### src/rtl/if_pkg.sv
// -----------------------------------------------------------------------------
// if_pkg
// Shared definitions for the instruction-fetch stage:
//   ifState_t        - fetch controller states
//   DEFAULT_RESET_PC - first fetch address after reset unless overridden
//   NOP              - instruction word loaded into IF/ID while in reset
//   pcPlus4          - sequential next-PC helper (wraps modulo 2^32)
// -----------------------------------------------------------------------------
package if_pkg;

    typedef enum logic [1:0] {
        FETCH    = 2'd0,   // request outstanding for the word at PC
        SKID     = 2'd1,   // one fetched word parked while ID is stalled
        REDIRECT = 2'd2    // request outstanding, returning word is stale
    } ifState_t;

    localparam logic [31:0] DEFAULT_RESET_PC = 32'h0000_0000;
    localparam logic [31:0] NOP              = 32'h0000_0000;

    // Plain 32-bit add: the carry out is dropped, so 0xFFFF_FFFC + 4 = 0.
    function automatic logic [31:0] pcPlus4(input logic [31:0] pc);
        return pc + 32'd4;
    endfunction

endpackage

### src/rtl/if_stage.sv
// -----------------------------------------------------------------------------
// if_stage
// Instruction-fetch stage: PC register, one-entry skid buffer, IF/ID pipeline
// register and a three-state fetch controller.
//
// Ports
//   clk            in   clock, all state updates on the rising edge
//   reset          in   asynchronous, active-low reset
//   Stall          in   hold IF/ID and stop issuing new fetches
//   Branch_Taken   in   redirect fetch to Branch_Target and flush IF/ID
//   Branch_Target  in   redirect address (bits [1:0] treated as 00)
//   imem_req       out  fetch request
//   imem_addr      out  fetch address (the PC register)
//   imem_ready     in   memory accepts the request; imem_rdata valid same cycle
//   imem_rdata     in   fetched instruction word
//   ID_Instr       out  IF/ID instruction register
//   ID_PC4         out  IF/ID PC+4 register
//   ID_Valid       out  IF/ID contents valid (0 = bubble)
// -----------------------------------------------------------------------------
module if_stage
    import if_pkg::*;
#(
    parameter logic [31:0] RESET_PC = DEFAULT_RESET_PC
) (
    input  logic        clk,
    input  logic        reset,
    input  logic        Stall,
    input  logic        Branch_Taken,
    input  logic [31:0] Branch_Target,
    output logic        imem_req,
    output logic [31:0] imem_addr,
    input  logic        imem_ready,
    input  logic [31:0] imem_rdata,
    output logic [31:0] ID_Instr,
    output logic [31:0] ID_PC4,
    output logic        ID_Valid
);

    ifState_t    state, stateNext;
    logic [31:0] pc, pcNext;
    logic        reqEn;
    logic [31:0] skidInstr, skidInstrNext;
    logic [31:0] skidPC4, skidPC4Next;
    logic [31:0] savedTarget, savedTargetNext;
    logic [31:0] idInstrNext, idPC4Next;
    logic        idValidNext;

    logic        xfer;
    logic        branch;
    logic [31:0] target;
    logic [31:0] pcInc;

    // reqEn keeps the request low until the first edge after reset release.
    assign imem_req  = reqEn && (state != SKID);
    assign imem_addr = pc;

    assign xfer   = imem_req && imem_ready;
    assign branch = Branch_Taken && !Stall;
    assign target = Branch_Target & ~32'h3;
    assign pcInc  = pcPlus4(pc);

    always_comb begin
        stateNext       = state;
        pcNext          = pc;
        skidInstrNext   = skidInstr;
        skidPC4Next     = skidPC4;
        savedTargetNext = savedTarget;
        idInstrNext     = ID_Instr;
        idPC4Next       = ID_PC4;
        idValidNext     = ID_Valid;

        case (state)
            FETCH: begin
                if (branch) begin
                    idValidNext = 1'b0;
                    // With nothing outstanding (word just taken, or no request
                    // yet) the PC can move now; otherwise the pending request
                    // must complete before the address may change.
                    if (xfer || !imem_req) begin
                        pcNext = target;
                    end else begin
                        savedTargetNext = target;
                        stateNext       = REDIRECT;
                    end
                end else if (xfer) begin
                    pcNext = pcInc;
                    if (Stall) begin
                        skidInstrNext = imem_rdata;
                        skidPC4Next   = pcInc;
                        stateNext     = SKID;
                    end else begin
                        idInstrNext = imem_rdata;
                        idPC4Next   = pcInc;
                        idValidNext = 1'b1;
                    end
                end else if (!Stall) begin
                    idValidNext = 1'b0;
                end
            end

            SKID: begin
                if (branch) begin
                    pcNext      = target;
                    idValidNext = 1'b0;
                    stateNext   = FETCH;
                end else if (!Stall) begin
                    idInstrNext = skidInstr;
                    idPC4Next   = skidPC4;
                    idValidNext = 1'b1;
                    stateNext   = FETCH;
                end
            end

            REDIRECT: begin
                if (!Stall) begin
                    idValidNext = 1'b0;
                end
                if (branch) begin
                    if (xfer) begin
                        pcNext    = target;
                        stateNext = FETCH;
                    end else begin
                        savedTargetNext = target;
                    end
                end else if (xfer) begin
                    pcNext    = savedTarget;
                    stateNext = FETCH;
                end
            end

            default: begin
                stateNext = FETCH;
            end
        endcase
    end

    always_ff @(posedge clk or negedge reset) begin
        if (!reset) begin
            state       <= FETCH;
            pc          <= RESET_PC;
            reqEn       <= 1'b0;
            skidInstr   <= NOP;
            skidPC4     <= 32'h0;
            savedTarget <= 32'h0;
            ID_Instr    <= NOP;
            ID_PC4      <= 32'h0;
            ID_Valid    <= 1'b0;
        end else begin
            state       <= stateNext;
            pc          <= pcNext;
            reqEn       <= 1'b1;
            skidInstr   <= skidInstrNext;
            skidPC4     <= skidPC4Next;
            savedTarget <= savedTargetNext;
            ID_Instr    <= idInstrNext;
            ID_PC4      <= idPC4Next;
            ID_Valid    <= idValidNext;
        end
    end

endmodule

### config.mk
export PLATFORM = sky130hd
export DESIGN_NAME = if_stage
export DESIGN_NICKNAME = d
export VERILOG_FILES = /design/src/rtl/if_pkg.sv /design/src/rtl/if_stage.sv
export SDC_FILE = /design/constraint.sdc
export NUM_CORES = 1
export LEC_CHECK = 0
export ABC_AREA = 1
export CAP_MARGIN = 40
export CORE_ASPECT_RATIO = 1.5
export CORE_UTILIZATION = 36
export DETAILED_ROUTE_END_ITERATION = 6
export HOLD_SLACK_MARGIN = 0.12
export PLACE_DENSITY_LB_ADDON = 0.08
export REMOVE_ABC_BUFFERS = 1
export SYNTH_ARGS = -nofsm -noshare
export SYNTH_HDL_FRONTEND = slang
export SYNTH_SLANG_ARGS = --single-unit
### constraint.sdc
create_clock -name clk -period 2.6 [get_ports clk]
set_input_delay 0.52 -clock clk [delete_from_list [all_inputs] [get_ports clk]]
set_output_delay 0.52 -clock clk [all_outputs]
set_load 0.1 [all_outputs]
Word level (Yosys, flattened, before mapping) --
Index checks and enable logic that the tools add are counted.
Storage, ports and cells: register bits 196, bits of input ports 69, output and inout bits 98, logic and storage cells 84
Operators by class: add/sub/neg operators 1, equality and inequality tests 19, muxes and demuxes 39, bitwise logic cells 1, reductions and logical operators 15
Operators by type and width (number):
- $mux 32 | 21
- $pmux 32 s2 | 3
- $pmux 32 s3 | 1
- $add 32x3->32 const B | 1
- $ne 2x2->1 const B | 11
- $ne 3x3->1 const B | 5
- $reduce_and 5->1 | 3
- $mux 2 | 7
- $pmux 2 s3 | 1
- $reduce_and 6->1 | 1
- $mux 1 | 5
- $reduce_and 4->1 | 1
- $reduce_bool 2->1 | 2
- $logic_and 1x1->1 | 3
- $pmux 1 s3 | 1
- $reduce_bool 3->1 | 1
- $eq 2x1->1 const B | 1
- $eq 2x2->1 const B | 1
- $logic_not 1->1 | 2
- $logic_not 2->1 | 1
- $ne 2x1->1 const B | 1
- $logic_or 1x1->1 | 1
- $not 1->1 | 1

Depth between registers and ports, before layout --
depth in word-level cells 7, mapped depth 12, mapped depth without buffers 12

Worst setup path after synthesis --
No wires, ideal clock.
kind register to register, start point reg state[1], end point reg ID_PC4[14], library setup time 0.123 ns, data arrival time 2.381 ns, data required time 2.477 ns, setup slack 0.096 ns, stages on the path, launching flop included 11, buffers on the path 2, period minus slack after synthesis 2.504 ns, cell sequence dfrtp_1 > inv_1 > ha_1 > nor2_2 > nand2_2 > o21ai_1 > nand2_1 > buf_4 > buf_6 > a21oi_1 > a21oi_1
On the way: longest elaborated chain between the ends 5, elaborated cells on any way between the ends 13, those cells by class 7 x eq/ne; 1 x mux; 5 x reduce/logical
Ends and longest elaborated chain:
- start: declaration | RTL line if_stage.sv:39 | ifState_t state, stateNext;
- start signal: assignment | RTL line if_stage.sv:149 | state <= stateNext;
- $ne 2x1->1 | RTL line if_stage.sv:54 | assign imem_req = reqEn && (state != SKID);
- $logic_and 1x1->1 | RTL line if_stage.sv:54
- via imem_req | RTL line if_stage.sv:30 | output logic imem_req,
- $logic_and 1x1->1 | RTL line if_stage.sv:57 | assign xfer = imem_req && imem_ready;
- $ne 2x2->1 (no source line)
- $reduce_and 6->1 (no source line)
- end signal: assignment | RTL line if_stage.sv:156 | ID_PC4 <= idPC4Next;
- end: declaration | RTL line if_stage.sv:35 | output logic [31:0] ID_PC4,
The timed path passes the listed nets, and every way through them passes these cells. A chain may end at the register's enable or synchronous reset.

Worst setup path after layout --
start point reg state[1], end point reg ID_Instr[20]
On the way: longest elaborated chain between the ends 5, elaborated cells on any way between the ends 13, those cells by class 7 x eq/ne; 1 x mux; 5 x reduce/logical
Ends and longest elaborated chain:
- $ne 2x1->1 | RTL line if_stage.sv:54
- $logic_and 1x1->1 | RTL line if_stage.sv:54
- $logic_and 1x1->1 | RTL line if_stage.sv:57
- $ne 2x2->1 (no source line)
- $reduce_and 6->1 (no source line)
- end signal: assignment | RTL line if_stage.sv:155 | ID_Instr <= idInstrNext;
- end: declaration | RTL line if_stage.sv:34 | output logic [31:0] ID_Instr,
Parallel ways exist; a longest one is shown, timed or not.

==> metrics <==
Seq/Total Area, Yosys 0.477; final cell count without fillers 1821; antenna diode count 0; number of enable flip-flop cells after synthesis 0; core area 26700 um2; Synth cell types 33; crit path time final 2.12 ns; Avg Cell Area, Syn 7.34 um2; critical path arrival 2.47 ns; YS warnings 0; Post-CTS Resized 0; Synth top area share 0.477; fmax 472 MHz; Syn Inst Count 1343; Die X 137 um; CTS tree done; R2R Path Start state[1]; Final Hold Viols 0; largest area contributor in the netlist dfrtp_1; Vias 8718; top-count cell post-synth nand2_1; number of CTS-inserted buffers 17; die area 28100 um2; CTS sink cnt 188; WHS Path Cells 2; Final GP Congestion 0.880; Longest Clk Path Bufs 2; Slew @ Worst Pin 0.714 ns; per-cell routed wire length 14.9 um; H-tree depth 4; setup skew after layout 0.00950 ns; Critical Path Source Type register; Worst-path clk slew 0.07 ns; Die Y 205 um; Synth area leaders dfrtp_1 (48%), nand2_1 (22%), a21oi_1 (4.2%), inv_1 (3.5%), nor2_1 (3.1%); status complete, no violations; Synth Register Bits 188; Hold Crit Endpoint skidPC4[30]; Detail Route Antenna Nets 0; largest net degree at the start of global routing 99; CP endpoint kind register; Worst Setup Path Type reg2reg; CP max FO 86; dpl cells 1788; predominant post-synthesis flop cell dfrtp_1; layout cells sized above 1 0.121; Starting DRT DRC Count 522; Mapped Area 9860 um2; first-pass GRT wire length 44.2 mm; Worst path slowest cell dfrtp_1; final setup violating endpoints 0; Core Rows 73; Final Max Tran Viols 0; nets 1545; detailed-route DRC error count 0; hold path startpoint skidPC4[30]; final period utilization 0.815; GRT Util Overall 0.204; initial antenna violation count 0; RR Endpoint ID_Instr[20]; Worst EP required 2.95 ns; R2R Setup Slk 0.48 ns; number of I/O port buffers 160; CP cell instances inv_1 -> ha_4 -> nor2_2 -> nand2_2 -> o21ai_1 -> nand2_1 -> inv_2 -> buf_12 -> nor2_1 -> a31oi_1; vias per inst 4.79; Clock Latency Late Sink 0.44 ns; Layout fillers 2779; Max Cap Viol 0; Congestion Overflow GR 0; DP HPWL 18.3 mm; Root Buffer clkbuf_16; unrepaired setup endpoints after global routing no; fin util 0.457; final WL 27.2 mm; max incr delay on CP 0.40 ns; Syn-to-layout area delta 23.6%; Hold Path Class reg2reg; asr flop ratio synth 1.00; Worst Reg-to-Reg Cells 10; Boundary Pins 167; vias in the first global route 8226; TritonRoute pass-1 iters 6; Initial Util 0.370; Commonest cells post-synth nand2_1 (580), dfrtp_1 (188), inv_1 (93); Total Neg Setup Slack 0 ns; worst hold slack 0.479 ns; Worst slew margin 0.524
==> metal layers <==
| layer | GRT usage | part of all wire | vias to the layer above |
|---|---|---|---|
| li1 | - | - | 4510 |
| met1 | 0.265 | 0.45 | 3979 |
| met2 | 0.345 | 0.49 | 198 |
| met3 | 0.0307 | 0.043 | 31 |
| met4 | 0.0675 | 0.019 | 0 |
| met5 | 0 | 0 | - |
==> critical path: cells and delay by family, from the launching register on <==
kind / cells / cell delay [ns]
buf+inv: 3 / 0.52
compound gates: 2 / 0.31
simple gates: 4 / 0.59
fa+ha+maj: 1 / 0.19
flops: 1 / 0.40
==> timing repair <==
action,CTS,global route
buffers inserted,0,0
hold endpoints to repair,43,0
hold buffers,1,0
==> layout by cell type (no fill, tap or decap), types with 5 or more instances in the layout <==
cell,Yosys,final
nor2_1,81,81
nor2_2,7,7
nand2_1,580,579
a31oi_1,36,36
o21ai_1,38,38
clkbuf_16,0,17
conb_1,2,5
inv_2,6,6
clkdlybuf4s50_1,0,65
nor2_4,7,7
buf_12,0,10
o21ai_0,34,34
nand3_1,46,45
inv_1,93,93
buf_4,6,108
xor2_1,13,13
a21oi_1,83,83
a22oi_1,21,21
dfrtp_1,188,188
==> kinds of logic (layout without fill, tap and decap cells) <==
logic type | after synthesis | in the layout | synth area share
simple gates | 735 | 735 | 0.298
compound gates | 220 | 220 | 0.124
flops | 188 | 188 | 0.477
buf+inv | 178 | 316 | 0.0795
xor+xnor | 15 | 15 | 0.0141
fa+ha+maj | 5 | 5 | 0.00635
other cells | 2 | 5 | 0.000762
==> stage by stage <==
stage          instance area (um2)  setup slack (ns)
6_report                     12200             0.482
4_1_cts                      12200             0.447
3_5_place_dp                 11600             0.187
3_3_place_gp                 11600             0.211
2_1_floorplan                 9460             -2.70
5_1_grt                      12200             0.244
==> layout make-up <==
cell class	count	area, um2	share of cell area
clock buffers	20	457	0.0375
clock inverters	12	138	0.0113
inverters	99	372	0.0305
multi-input cells	980	4410	0.362
flip-flops and latches	188	4700	0.386
well taps	337	422	0.0346
repair buffers	185	1690	0.138
==> flip-flops by register name, summed over array words and instances, names as in the netlist <==
| signal | cells |
|---|---|
| state | 2 |
| imem_addr | 30 |
| ID_PC4 | 30 |
| ID_Instr | 32 |
| skidPC4 | 30 |
| savedTarget | 30 |
| ID_Valid | 1 |
| skidInstr | 32 |
| reqEn | 1 |
==> worst max-delay path by stage <==
stage	start	cells past startpoint	end
2_1_floorplan	state[1]	9	skidPC4[12]
3_3_place_gp	Stall	10	imem_addr[15]
3_5_place_dp	Stall	10	imem_addr[20]
4_1_cts	state[1]	10	ID_Instr[20]
5_1_grt	state[1]	10	ID_Instr[18]
6_report	state[1]	10	ID_Instr[20]
Power is left out: the tool's default activity adds up to more than one toggle a clock period on the data nets, which glitch-free logic cannot reach.
